`config.mk`:
```
export PLATFORM = sky130hd
export DESIGN_NAME = bitrev_addr_gen_flat
export DESIGN_NICKNAME = d
export VERILOG_FILES = /design/src/rtl/bitrev_addr_gen_if.sv /design/src/rtl/bitrev_addr_gen.sv /design/src/flat_wrapper.sv
export SDC_FILE = /design/constraint.sdc
export NUM_CORES = 1
export LEC_CHECK = 0
export ABC_AREA = 1
export CAP_MARGIN = 20
export CORE_MARGIN = 1
export CORE_UTILIZATION = 62
export CTS_CLUSTER_DIAMETER = 120
export DETAILED_ROUTE_END_ITERATION = 10
export HOLD_SLACK_MARGIN = 0.15
export PLACE_DENSITY_LB_ADDON = 0.12
export SYNTH_ARGS = -nofsm -noshare
export SYNTH_HDL_FRONTEND = slang
export SYNTH_SLANG_ARGS = --single-unit
```
`constraint.sdc`:
```
create_clock -name clk -period 2.87 [get_ports clk]
set_input_delay 0.574 -clock clk [delete_from_list [all_inputs] [get_ports clk]]
set_output_delay 0.574 -clock clk [all_outputs]
set_load 0.005 [all_outputs]
```
`src/rtl/bitrev_addr_gen_if.sv`:
```
// Handshake/bus bundle for bitrev_addr_gen. `cont` exists only when
// CONT_MODE_EN is defined (continuous-frame option).
interface bitrev_addr_gen_if #(
  parameter int ADDR_W = 10,
  parameter int LOG_W  = 4
);
  logic              start;
  logic [LOG_W-1:0]  log_len;
  logic [1:0]        mode;
  logic              rdy;
`ifdef CONT_MODE_EN
  logic              cont;
`endif
  logic [ADDR_W-1:0] addr_o;
  logic              valid_o;
  logic              last_o;
  logic              busy;
  logic              done;
  logic              err;

`ifdef CONT_MODE_EN
  modport master (
    output start, log_len, mode, rdy, cont,
    input  addr_o, valid_o, last_o, busy, done, err
  );
  modport slave (
    input  start, log_len, mode, rdy, cont,
    output addr_o, valid_o, last_o, busy, done, err
  );
`else
  modport master (
    output start, log_len, mode, rdy,
    input  addr_o, valid_o, last_o, busy, done, err
  );
  modport slave (
    input  start, log_len, mode, rdy,
    output addr_o, valid_o, last_o, busy, done, err
  );
`endif
endinterface

```
`src/rtl/bitrev_addr_gen.sv`:
```
// FFT reorder read-address generator: natural, bit-reversed or radix-4
// digit-reversed order. Optional back-to-back frames via CONT_MODE_EN.
module bitrev_addr_gen #(
  parameter int ADDR_W = 10,
  parameter int LOG_W  = 4
) (
  input  logic              clk,
  input  logic              rst,
  bitrev_addr_gen_if.slave  bus
);

  localparam int DIGITS = (ADDR_W + 1) / 2;
  localparam int PW     = 2 * DIGITS;
  localparam logic [LOG_W-1:0] MAX_LOG = LOG_W'(ADDR_W);

  typedef enum logic [1:0] {S_IDLE, S_RUN, S_DONE} state_t;
  typedef enum logic [1:0] {M_NAT = 2'b00, M_BREV = 2'b01, M_DREV = 2'b10, M_ILL = 2'b11} mode_t;

  state_t            state_q, state_d;
  mode_t             mode_q, mode_d;
  logic [LOG_W-1:0]  len_q, len_d;
  logic [ADDR_W-1:0] cnt_q, cnt_d;
  logic [ADDR_W-1:0] addr_q, addr_d;
  logic              valid_q, valid_d;
  logic              last_q, last_d;
  logic              busy_q, busy_d;
  logic              done_q, done_d;
  logic              err_q, err_d;

  logic              cfg_ok;
  logic              accept;
  logic              cont_req;
  logic [ADDR_W-1:0] cnt_inc;

  function automatic logic [ADDR_W-1:0] len_mask(input logic [LOG_W-1:0] l);
    return ~({ADDR_W{1'b1}} << l);
  endfunction

  // Reverse across the full padded width, then shift the reversed field down
  // so only the low L bits (or L/2 digits) of the index land in the result.
  function automatic logic [ADDR_W-1:0] map_addr(input logic [ADDR_W-1:0] idx,
                                                 input logic [LOG_W-1:0]  l,
                                                 input mode_t             m);
    logic [PW-1:0] src, rb, rd, sel;
    int unsigned   sh;
    src = PW'(idx);
    for (int unsigned i = 0; i < PW; i++) rb[i] = src[PW-1-i];
    for (int unsigned k = 0; k < DIGITS; k++) rd[2*k +: 2] = src[2*(DIGITS-1-k) +: 2];
    sh = PW - int'(l);
    case (m)
      M_BREV:  sel = rb >> sh;
      M_DREV:  sel = rd >> sh;
      default: sel = src;
    endcase
    return ADDR_W'(sel) & len_mask(l);
  endfunction

  assign cfg_ok = (bus.log_len != '0) && (bus.log_len <= MAX_LOG) &&
                  (bus.mode != 2'b11) && !((bus.mode == 2'b10) && bus.log_len[0]);
  assign accept  = valid_q && bus.rdy;
  assign cnt_inc = cnt_q + ADDR_W'(1);

`ifdef CONT_MODE_EN
  assign cont_req = bus.cont;
`else
  assign cont_req = 1'b0;
`endif

  always_comb begin
    state_d = state_q;
    mode_d  = mode_q;
    len_d   = len_q;
    cnt_d   = cnt_q;
    addr_d  = addr_q;
    valid_d = valid_q;
    last_d  = last_q;
    busy_d  = busy_q;
    done_d  = 1'b0;
    err_d   = 1'b0;
    case (state_q)
      S_IDLE: begin
        if (bus.start) begin
          if (cfg_ok) begin
            len_d   = bus.log_len;
            mode_d  = mode_t'(bus.mode);
            cnt_d   = '0;
            addr_d  = map_addr('0, bus.log_len, mode_t'(bus.mode));
            valid_d = 1'b1;
            last_d  = 1'b0;
            busy_d  = 1'b1;
            state_d = S_RUN;
          end else begin
            err_d = 1'b1;
          end
        end
      end
      S_RUN: begin
        if (accept) begin
          if (last_q && !cont_req) begin
            valid_d = 1'b0;
            last_d  = 1'b0;
            busy_d  = 1'b0;
            done_d  = 1'b1;
            state_d = S_DONE;
          end else if (last_q) begin
            cnt_d  = '0;
            addr_d = map_addr('0, len_q, mode_q);
            last_d = 1'b0;
          end else begin
            cnt_d  = cnt_inc;
            addr_d = map_addr(cnt_inc, len_q, mode_q);
            last_d = (cnt_inc == len_mask(len_q));
          end
        end
      end
      S_DONE:  state_d = S_IDLE;
      default: state_d = S_IDLE;
    endcase
  end

  always_ff @(posedge clk or posedge rst) begin
    if (rst) begin
      state_q <= S_IDLE;
      mode_q  <= M_NAT;
      len_q   <= '0;
      cnt_q   <= '0;
      addr_q  <= '0;
      valid_q <= 1'b0;
      last_q  <= 1'b0;
      busy_q  <= 1'b0;
      done_q  <= 1'b0;
      err_q   <= 1'b0;
    end else begin
      state_q <= state_d;
      mode_q  <= mode_d;
      len_q   <= len_d;
      cnt_q   <= cnt_d;
      addr_q  <= addr_d;
      valid_q <= valid_d;
      last_q  <= last_d;
      busy_q  <= busy_d;
      done_q  <= done_d;
      err_q   <= err_d;
    end
  end

  assign bus.addr_o  = addr_q;
  assign bus.valid_o = valid_q;
  assign bus.last_o  = last_q;
  assign bus.busy    = busy_q;
  assign bus.done    = done_q;
  assign bus.err     = err_q;

  // A stalled beat must not move or drop.
  a_hold: assert property (@(posedge clk) disable iff (rst)
    (valid_q && !bus.rdy) |=> (valid_q && $stable(addr_q) && $stable(last_q)));
  a_last_valid: assert property (@(posedge clk) disable iff (rst) last_q |-> valid_q);

endmodule

```
`src/flat_wrapper.sv`:
```
// flat-port wrapper written by rule: the top's interface ports become plain ports
module bitrev_addr_gen_flat 
#(
  parameter int ADDR_W = 10,
  parameter int LOG_W  = 4
)
  (clk, rst, bus_start, bus_log_len, bus_mode, bus_rdy, bus_addr_o, bus_valid_o, bus_last_o, bus_busy, bus_done, bus_err);
  bitrev_addr_gen_if #(.ADDR_W(ADDR_W), .LOG_W(LOG_W)) bus_i ();
  input  logic clk;
  input  logic rst;
  input wire logic [$bits(bus_i.start)-1:0] bus_start;
  input wire logic [$bits(bus_i.log_len)-1:0] bus_log_len;
  input wire logic [$bits(bus_i.mode)-1:0] bus_mode;
  input wire logic [$bits(bus_i.rdy)-1:0] bus_rdy;
  output wire logic [$bits(bus_i.addr_o)-1:0] bus_addr_o;
  output wire logic [$bits(bus_i.valid_o)-1:0] bus_valid_o;
  output wire logic [$bits(bus_i.last_o)-1:0] bus_last_o;
  output wire logic [$bits(bus_i.busy)-1:0] bus_busy;
  output wire logic [$bits(bus_i.done)-1:0] bus_done;
  output wire logic [$bits(bus_i.err)-1:0] bus_err;
  assign bus_i.start = bus_start;
  assign bus_i.log_len = bus_log_len;
  assign bus_i.mode = bus_mode;
  assign bus_i.rdy = bus_rdy;
  assign bus_addr_o = bus_i.addr_o;
  assign bus_valid_o = bus_i.valid_o;
  assign bus_last_o = bus_i.last_o;
  assign bus_busy = bus_i.busy;
  assign bus_done = bus_i.done;
  assign bus_err = bus_i.err;
  bitrev_addr_gen #(.ADDR_W(ADDR_W), .LOG_W(LOG_W)) u_core (.clk(clk), .rst(rst), .bus(bus_i));
endmodule
```
* After elaboration in Yosys (flattened, before gate mapping)
Index checks and enable logic that the tools add are counted.
** Storage, ports and cells
- Output and inout bits :: 15
- ROM bits :: 0
- Bits of input ports :: 10
- Memories :: 0
- Register bits after elaboration :: 32
- Memory bits (writable) :: 0
- Latch bits :: 0
- Logic and storage cells :: 88
** Operators by class
- Reduce and logical (&&, ||, !) cells :: 15
- Divide/modulo/power cells :: 0
- Magnitude comparators :: 1
- Shifts and indexed selects :: 5
- $mul :: 0
- Muxes and demuxes :: 39
- Bitwise logic cells :: 4
- $add $sub $neg :: 3
- Equal/unequal tests :: 12
** Operators by type and width (number)
- $mux W10 :: 15
- $shr A10 B32 Y10 :: 2
- $pmux W10 S2 :: 3
- $shr A1 B32 Y10 const A :: 1
- $and A10 B10 Y10 :: 2
- $not A10 Y10 :: 2
- $shl A10 B4 Y10 const A :: 2
- $mux W1 :: 14
- $add A10 B1 Y10 const B :: 1
- $eq A10 B10 Y1 :: 1
- $reduce_and A5 Y1 :: 2
- $sub A4 B4 Y5 const A :: 2
- $mux W2 :: 4
- $reduce_and A4 Y1 :: 2
- $eq A2 B1 Y1 const B :: 3
- $ne A2 B1 Y1 const B :: 3
- $ne A2 B2 Y1 const B :: 3
- $logic_and A1 B1 Y1 :: 5
- $eq A2 B2 Y1 const B :: 2
- $le A4 B4 Y1 const B :: 1
- $pmux W1 S2 :: 2
- $pmux W2 S2 :: 1
- $reduce_bool A4 Y1 :: 1
- $reduce_and A3 Y1 :: 1
- 4 further kinds :: 4

* Depth between registers and ports, before layout
Gate-level depths: netlist (run 1).
- Word-level depth :: 11
- Gate-level depth with buffers :: 16
- Gate-level depth less buffers :: 16

* Worst setup path after synthesis (run 1)
No wires, ideal clock.
- Path kind :: input-to-reg
- From :: in bus_log_len[2]
- To :: reg u_core.addr_q[6] (netlist: u_core.bus.addr_o[6])
- Data arrival time :: 1690 ps
- Setup slack :: 1055 ps
- Cell stages on the path :: 11
- Path buffers :: 1
- Data required time :: 2745 ps
- Library setup time :: 125 ps
- Cells stage by stage :: inv_2 > nand2_2 > o211ai_1 > nand2_1 > o21ai_2 > nand3_2 > a21oi_4 > inv_1 > buf_2 > nand2_1 > nand2_1
** On the way
- Longest elaborated chain between the ends :: 10
- Elaborated cells between the ends (all ways) :: 19
- Classes of those cells :: 1 x add/sub; 1 x order compare; 1 x eq/ne; 2 x shift; 7 x mux; 2 x bitwise; 5 x reduce/logical
** Ends and longest elaborated chain
- start: declaration :: RTL line flat_wrapper.sv:12 : input wire logic [$bits(bus_i.log_len)-1:0] bus_log_len;
- $sub A4 B4 Y5 :: RTL line bitrev_addr_gen.sv:49 : sh = PW - int'(l);
- $shr A1 B32 Y10 :: RTL line bitrev_addr_gen.sv:51, bitrev_addr_gen.sv:52
- $mux W10
- $mux W10 :: RTL line bitrev_addr_gen.sv:83 : if (cfg_ok) begin
- $mux W10 :: RTL line bitrev_addr_gen.sv:82 : if (bus.start) begin
- $mux W10 :: RTL line bitrev_addr_gen.sv:80 : case (state_q)
- $and A10 B10 Y10 :: RTL line bitrev_addr_gen.sv:55 : return ADDR_W'(sel) & len_mask(l);
- $mux W10 :: RTL line bitrev_addr_gen.sv:83
- $mux W10 :: RTL line bitrev_addr_gen.sv:82
- $pmux W10 S2 :: RTL line bitrev_addr_gen.sv:80
- end signal: assignment :: RTL line bitrev_addr_gen.sv:138 : addr_q <= addr_d;
- end: declaration :: RTL line bitrev_addr_gen.sv:23 : logic [ADDR_W-1:0] addr_q, addr_d;
Several ways; a longest one is shown, not always the timed one. The select of a mux whose other input is x is not followed.
A chain may end at the register's enable or synchronous reset.

* Worst setup path after layout (run 1)
- From :: in bus_log_len[2]
- To :: reg u_core.cnt_q[1]
** On the way
- Longest elaborated chain between the ends :: 6
- Elaborated cells between the ends (all ways) :: 7
- Classes of those cells :: 1 x order compare; 1 x eq/ne; 5 x reduce/logical
** Ends and longest elaborated chain
- $le A4 B4 Y1 or $reduce_bool A4 Y1 (tied branches) :: RTL line bitrev_addr_gen.sv:58 : assign cfg_ok = (bus.log_len != '0) && (bus.log_len <= MAX_LOG) &&
- $logic_and A1 B1 Y1 (*) (2 in a row) :: RTL line bitrev_addr_gen.sv:58
- $logic_and A1 B1 Y1 (*) :: RTL line bitrev_addr_gen.sv:59 : (bus.mode != 2'b11) && !((bus.mode == 2'b10) && bus.log_len[0]);
- $ne A2 B1 Y1 (no source line) (*)
- $reduce_and A5 Y1 (no source line) (*)
- end signal: assignment :: RTL line bitrev_addr_gen.sv:137 : cnt_q <= cnt_d;
- end: declaration :: RTL line bitrev_addr_gen.sv:22 : logic [ADDR_W-1:0] cnt_q, cnt_d;
Mark *: on every way between the ends. The rest lies on a longest branch, timed or not.

==> flow_metrics.py, run 1 <==
metrics = {
    "run_status": {
        "status": "complete, no violations",
    },
    "critical_path": {
        "critPathCaptureType": "flop",
        "worstPathArrival_ns": 2.47,
        "path_class": "in -> reg",
        "cp.required_ns": 3.05,
        "startpoint_type": "primary input",
        "worstPathMaxFanout": 14,
    },
    "sta": {
        "fin_crit_ns": 2.29,
        "skew_ns": 0.00703,
        "fmax_ghz": 0.437,
        "worst_pin_slew_ns": 0.478,
        "hold_viol_final": 0,
        "maxSlewViolCount": 0,
        "fin_crit_sh_pct": 79.8,
        "relSlewSlack_pct": 68.1,
        "finalSetupViolCount": 0,
        "rsz0062_at_grt": "false",
        "fin_ws_ns": 0.580,
        "finalSetupTns_ns": 0,
    },
    "routing": {
        "drc": 0,
        "wl_per_cell_um": 14.6,
        "drt_iter0_drc": 224,
        "via_per_inst": 5.88,
        "wl_mm": 6.18,
        "ant_nets": 0,
        "dr.pass1.iters": 5,
        "vias": 2487,
    },
    "global_routing": {
        "grt_usage_pct": 33.3,
        "grt_first_pass_wirelength_mm": 10.6,
        "overflow": 0,
        "antenna_found_initial": 0,
        "grt_pass1_vias": 2359,
        "grt_max_degree": 33,
    },
    "synth": {
        "ys.flop_type": "dfrtp_1",
        "yosys.area.top_type_share_pct": 32.9,
        "yosys.area_share.simple_pct": 36.0,
        "synth-adder-area-share_pct": 3.08,
        "yosysWarnings": 0,
        "synth_xor_area_share_pct": 2.16,
        "synth_compound_area_share_pct": 15.9,
        "synth_edf_count": 0,
        "avgSynthCellArea_sq_um": 6.98,
        "synth_top_family_by_area": "simple AND/OR/NAND/NOR gates",
        "synth_nets": 365,
        "yosysUniqueCellTypes": 39,
        "async_flop_share_pct": 100,
        "synth_cells": 349,
        "ys_ff_latch": 32,
        "synth_area_leaders": "dfrtp_1 33%, nand2_1 15%, nand3_1 8.0%, inv_1 4.8%, o21ai_0 4.7%",
        "syn_area_sq_um": 2440,
        "muxShareOfSynthArea_pct": 0.462,
        "ys_seq_area_share_pct": 32.9,
        "synth_area_leader_cell": "dfrtp_1",
    },
    "cts": {
        "path_clk_slew_ns": 0.07,
        "numCtsBuffers": 5,
        "postCtsResizedCells": 0,
        "numClockSinks": 32,
        "cts_root_buffer": "clkbuf_8",
        "cts_hold_buf": 0,
        "clk_path_buf_depth": 2,
        "clkLatencyLatePin_ns": 0.29,
        "postCtsSetupRepairBufs": 0,
        "cts_htree_levels": 2,
        "tritoncts": "built",
    },
    "power": {
        "p_leak_nw": 1.42,
        "vdd_ir_drop_max_v": 0.000566,
        "power_density_nw_per_um2": 324,
    },
    "layout": {
        "area_growth_pct": 15.4,
        "layout.nets": 390,
        "diodes": 0,
        "drive_above_1_share_pct": 10.4,
    },
    "placement": {
        "portBuffers": 24,
        "hpwl_mm": 4.75,
        "routabilityCongestion": 0.981,
        "pre_cts_ws_ns": 0.299,
    },
    "floorplan": {
        "dieArea_sq_um": 4180,
        "die_w_um": 64.7,
        "initial_utilization_pct": 65.6,
        "num_rows": 22,
        "pin_count": 25,
        "die_y_um": 64.7,
        "coreArea_sq_um": 3720,
    },
    "min_path": {
        "hold_class": "reg -> reg",
    },
    "flow_run": {
        "maxCapViolCount": 0,
    },
}
## per-layer routing
metal  part of all wire (%)  vias up  track usage [%]
met5                      0        -                0
met4                    3.6        0             15.6
met3                    5.9       26             4.93
met2                     45      101             52.0
met1                     46     1146             45.5
li1                       -     1214                -
## synthesized netlist by cell type (all sizes together), types with 4 or more instances
cell	n
a21oi	18
buf	12
dfrtp	32
ha	6
inv	37
nand2	104
nand3	43
nand4	12
nor2	24
o2111ai	4
o21ai	28
o22ai	5
xor2	4
## layout make-up
cell class	instances	area (sq um)
multi-input cells	265	1400
fillers	299	906
flip-flops and latches	32	801
repair buffers	30	285
inverters	40	150
clock buffers	5	68.8
well taps	48	60.1
clock inverters	3	42.5
## placed cells by master, fill, tap and decap left out, drive strengths merged, types with 2 or more instances in the layout
cell           Yosys  layout
ha                 6       6
buf               12       6
o2111ai            4       4
clkinv             3       4
o22ai              5       5
nand3             43      43
clkdlybuf4s50      0      24
dfrtp             32      32
xnor2              2       2
clkbuf             0       5
nor2              24      24
o21ai             28      28
a21oi             18      18
inv               37      37
or2                2       2
o2bb2ai            2       2
nand4             12      12
nand2            104     104
a211oi             3       3
xor2               4       4
nor3               3       3
## metrics by stage
step	hold slack (ns)	power [mW]	std cells	utilization (%)	instance area, sq um
after detailed placement	0.464	0.488	415	72.6	2700
after CTS	0.482	0.912	423	75.6	2810
final	0.483	0.909	423	75.6	2810
after global placement	0.468	0.488	415	72.6	2700
after floorplan	0.472	0.470	349	-	2440
after global routing	0.499	0.937	423	75.6	2810
## sequential cells by signal (all words and copies together) (netlist names)
name / flops
u_core.bus.done: 1
u_core.state_q: 2
u_core.bus.last_o: 1
u_core.len_q: 4
u_core.bus.addr_o: 10
u_core.cnt_q: 10
u_core.bus.valid_o: 1
u_core.bus.err: 1
u_core.mode_q: 2
## report_power, final
group | switching (mW) | internal (mW) | leakage [nW] | total, mW
sequential | 0 | 0.451 | 0.426 | 0.451
clock | 0.174 | 0.257 | 0.0541 | 0.431
combinational | 0.0145 | 0.0134 | 0.935 | 0.0278
## kinds of logic (layout without fill, tap and decap cells)
logic type / count (synthesis) / count (layout)
multiplexers: 1 / 1
XOR/XNOR: 6 / 6
AND/OR/NAND/NOR: 190 / 190
flip-flops: 32 / 32
AO/OA/AOI/OAI: 62 / 62
adder cells (fa/ha/maj): 6 / 6
buffers and inverters: 52 / 78
## worst max-delay path: stages
cell	delay, ns
clkdlybuf4s50_1	0.43
inv_2	0.08
nand2_2	0.06
o211ai_1	0.07
nand2_1	0.08
o21ai_2	0.15
nand3_2	0.15
a21oi_4	0.27
inv_1	0.29
a22o_1	0.31
## final timing paths
path                                                       start                               end  slack (ns)  cells after the start
worst max-delay path                              bus_log_len[2]       u_core.cnt_q[1]$_DFFE_PP0P_        0.58                     10
worst min register to register  u_core.bus.addr_o[1]$_DFFE_PP0P_  u_core.bus.addr_o[1]$_DFFE_PP0P_        0.48                      2
worst min-delay path            u_core.bus.addr_o[1]$_DFFE_PP0P_  u_core.bus.addr_o[1]$_DFFE_PP0P_        0.48                      2
worst max register to register       u_core.cnt_q[1]$_DFFE_PP0P_  u_core.bus.addr_o[1]$_DFFE_PP0P_        0.73                     14
min in group asynchronous                                    rst       u_core.cnt_q[7]$_DFFE_PP0P_        0.67                      3
max in group asynchronous                                    rst       u_core.len_q[2]$_DFFE_PP0P_        1.90                      3
(Power assumes the default switching activity.)
==> run 2, diff against run 1 <==
--- a/config.mk
+++ b/config.mk
@@ -8,7 +8,7 @@
 export ABC_AREA = 1
 export CAP_MARGIN = 20
 export CORE_MARGIN = 1
-export CORE_UTILIZATION = 62
+export CORE_UTILIZATION = 57
 export CTS_CLUSTER_DIAMETER = 120
 export DETAILED_ROUTE_END_ITERATION = 10
 export HOLD_SLACK_MARGIN = 0.15
==> constraint.sdc (replaced) <==
create_clock -name clk -period 2.25 [get_ports clk]
set_input_delay 0.45 -clock clk [delete_from_list [all_inputs] [get_ports clk]]
set_output_delay 0.45 -clock clk [all_outputs]
set_load 0.005 [all_outputs]
==> flow_metrics.py, run 2 (same netlist as run 1, synthesis figures left out) <==
metrics = {
    "critical_path": {
        "worstPathMaxFanout": 8,
        "critPathCaptureType": "flop",
        "worstPathArrival_ns": 2.26,
        "rr_endpoint": "u_core.bus.addr_o[6]$_DFFE_PP0P_",
        "setup.worst_path.start": "u_core.len_q[1]$_DFFE_PP0P_",
        "reg2reg_depth": 8,
        "crit_path_end": "u_core.bus.addr_o[6]$_DFFE_PP0P_",
        "startpoint_type": "flop",
        "path_class": "reg -> reg",
        "cp.required_ns": 2.48,
        "r2r_start": "u_core.len_q[1]$_DFFE_PP0P_",
        "timing.reg2reg.setup_slack_ns": 0.22,
    },
    "cts": {
        "numCtsBuffers": 5,
        "cts_htree_levels": 2,
        "cts_root_buffer": "clkbuf_8",
        "cts_hold_buf": 0,
        "tritoncts": "built",
        "numClockSinks": 32,
        "path_clk_slew_ns": 0.07,
        "clk_path_buf_depth": 2,
        "clkLatencyLatePin_ns": 0.29,
    },
    "sta": {
        "relSlewSlack_pct": 67.7,
        "finalSetupViolCount": 0,
        "worst_pin_slew_ns": 0.484,
        "fin_crit_ns": 2.03,
        "skew_ns": 0.00665,
        "fmax_ghz": 0.491,
        "rsz0062_at_grt": "false",
        "fin_crit_sh_pct": 90.4,
        "maxSlewViolCount": 0,
        "holdWs_ns": 0.480,
        "fin_ws_ns": 0.215,
        "finalSetupTns_ns": 0,
        "hold_viol_final": 0,
    },
    "floorplan": {
        "die_y_um": 67.4,
        "num_rows": 23,
        "die_w_um": 67.4,
        "dieArea_sq_um": 4540,
        "initial_utilization_pct": 60.0,
        "coreArea_sq_um": 4060,
        "pin_count": 25,
    },
    "layout": {
        "drive_above_1_share_pct": 13.9,
        "layout.nets": 397,
        "final_cell_mix": "99 x nand2_1, 39 x nand3_1, 31 x inv_1, 31 x dfrtp_1, 24 x clkdlybuf4s50_1",
        "diodes": 0,
        "area_growth_pct": 19.2,
        "final_common_cell": "nand2_1",
    },
    "routing": {
        "wl_mm": 6.36,
        "drc": 0,
        "wl_per_cell_um": 14.7,
        "drt_iter0_drc": 199,
        "vias": 2508,
        "dr.pass1.iters": 5,
        "ant_nets": 0,
        "via_per_inst": 5.81,
    },
    "run_status": {
        "status": "complete, no violations",
    },
    "global_routing": {
        "grt_usage_pct": 31.9,
        "grt_first_pass_wirelength_mm": 10.6,
        "grt_max_degree": 33,
        "overflow": 0,
        "antenna_found_initial": 0,
        "grt_pass1_vias": 2292,
    },
    "placement": {
        "pre_cts_ws_ns": -0.0427,
        "hpwl_mm": 4.81,
        "portBuffers": 24,
        "routabilityCongestion": 0.943,
    },
    "power": {
        "power_density_nw_per_um2": 421,
        "vdd_ir_drop_max_v": 0.000401,
        "p_leak_nw": 1.45,
    },
    "min_path": {
        "hold_class": "reg -> reg",
    },
    "flow_run": {
        "maxCapViolCount": 0,
    },
}
[run 2: cell count changes in the layout (fill, tap and decap cells not counted), sizes merged]
cell      delta
clkbuf       +2
buf          +7
clkinvlp     +1
clkinv       -3
[run 2: power breakdown]
part,internal (mW),switching (mW)
clock network,0.391,0.221
registers,0.575,0
logic,0.0170,0.0181
total,0.983,0.239
[run 2: timing repair]
item / 4_1_cts / 5_1_grt
setup endpoints to repair: 0 / 6
setup buffers: 0 / 1
resized for setup: 0 / 8
[run 2: worst min path at each step]
stage | start | endpoint | slack [ns] | cells past startpoint
6_report | u_core.bus.addr_o[3]$_DFFE_PP0P_ | u_core.bus.addr_o[3]$_DFFE_PP0P_ | 0.48 | 2
5_1_grt | u_core.bus.addr_o[3]$_DFFE_PP0P_ | u_core.bus.addr_o[3]$_DFFE_PP0P_ | 0.51 | 2
4_1_cts | u_core.bus.addr_o[2]$_DFFE_PP0P_ | u_core.bus.addr_o[2]$_DFFE_PP0P_ | 0.48 | 2
3_5_place_dp | u_core.bus.addr_o[2]$_DFFE_PP0P_ | u_core.bus.addr_o[2]$_DFFE_PP0P_ | 0.46 | 2
3_3_place_gp | u_core.bus.addr_o[2]$_DFFE_PP0P_ | u_core.bus.addr_o[2]$_DFFE_PP0P_ | 0.46 | 2
2_1_floorplan | u_core.bus.addr_o[0]$_DFFE_PP0P_ | u_core.bus.addr_o[0]$_DFFE_PP0P_ | 0.47 | 2
[run 2: per-stage QoR]
step | instance area [sq um] | utilization, % | std cells | power [mW]
5_1_grt | 2900 | 71.6 | 432 | 1.25
6_report | 2900 | 71.6 | 432 | 1.22
3_5_place_dp | 2750 | 67.7 | 423 | 0.623
4_1_cts | 2870 | 70.8 | 431 | 1.23
2_1_floorplan | 2440 | - | 349 | 0.600
3_3_place_gp | 2750 | 67.7 | 423 | 0.622
[run 2: per-layer routing]
metal	part of all wire (%)	global-route usage [%]	vias to the layer above
met3	6.8	6.59	12
met4	2.0	13.0	0
li1	-	-	1229
met2	47	51.9	86
met5	0	0	-
met1	44	41.2	1181
[run 2: critical path, stage by stage (launching register included)]
cell and delay, ns:
dfrtp_2 0.45, ha_1 0.21, inv_1 0.13, ha_1 0.34
inv_1 0.24, nand2_1 0.11, o21ai_0 0.23, o2111ai_1 0.17
nand2_1 0.10
[run 2: final cells by class]
class	instances	area, sq um
Tap cell	50	62.6
Timing Repair Buffer	37	338
Clock buffer	7	96.3
Clock inverter	1	30.0
Multi-Input combinational cell	265	1420
Fill cell	348	1150
Sequential cell	32	802
Inverter	40	158
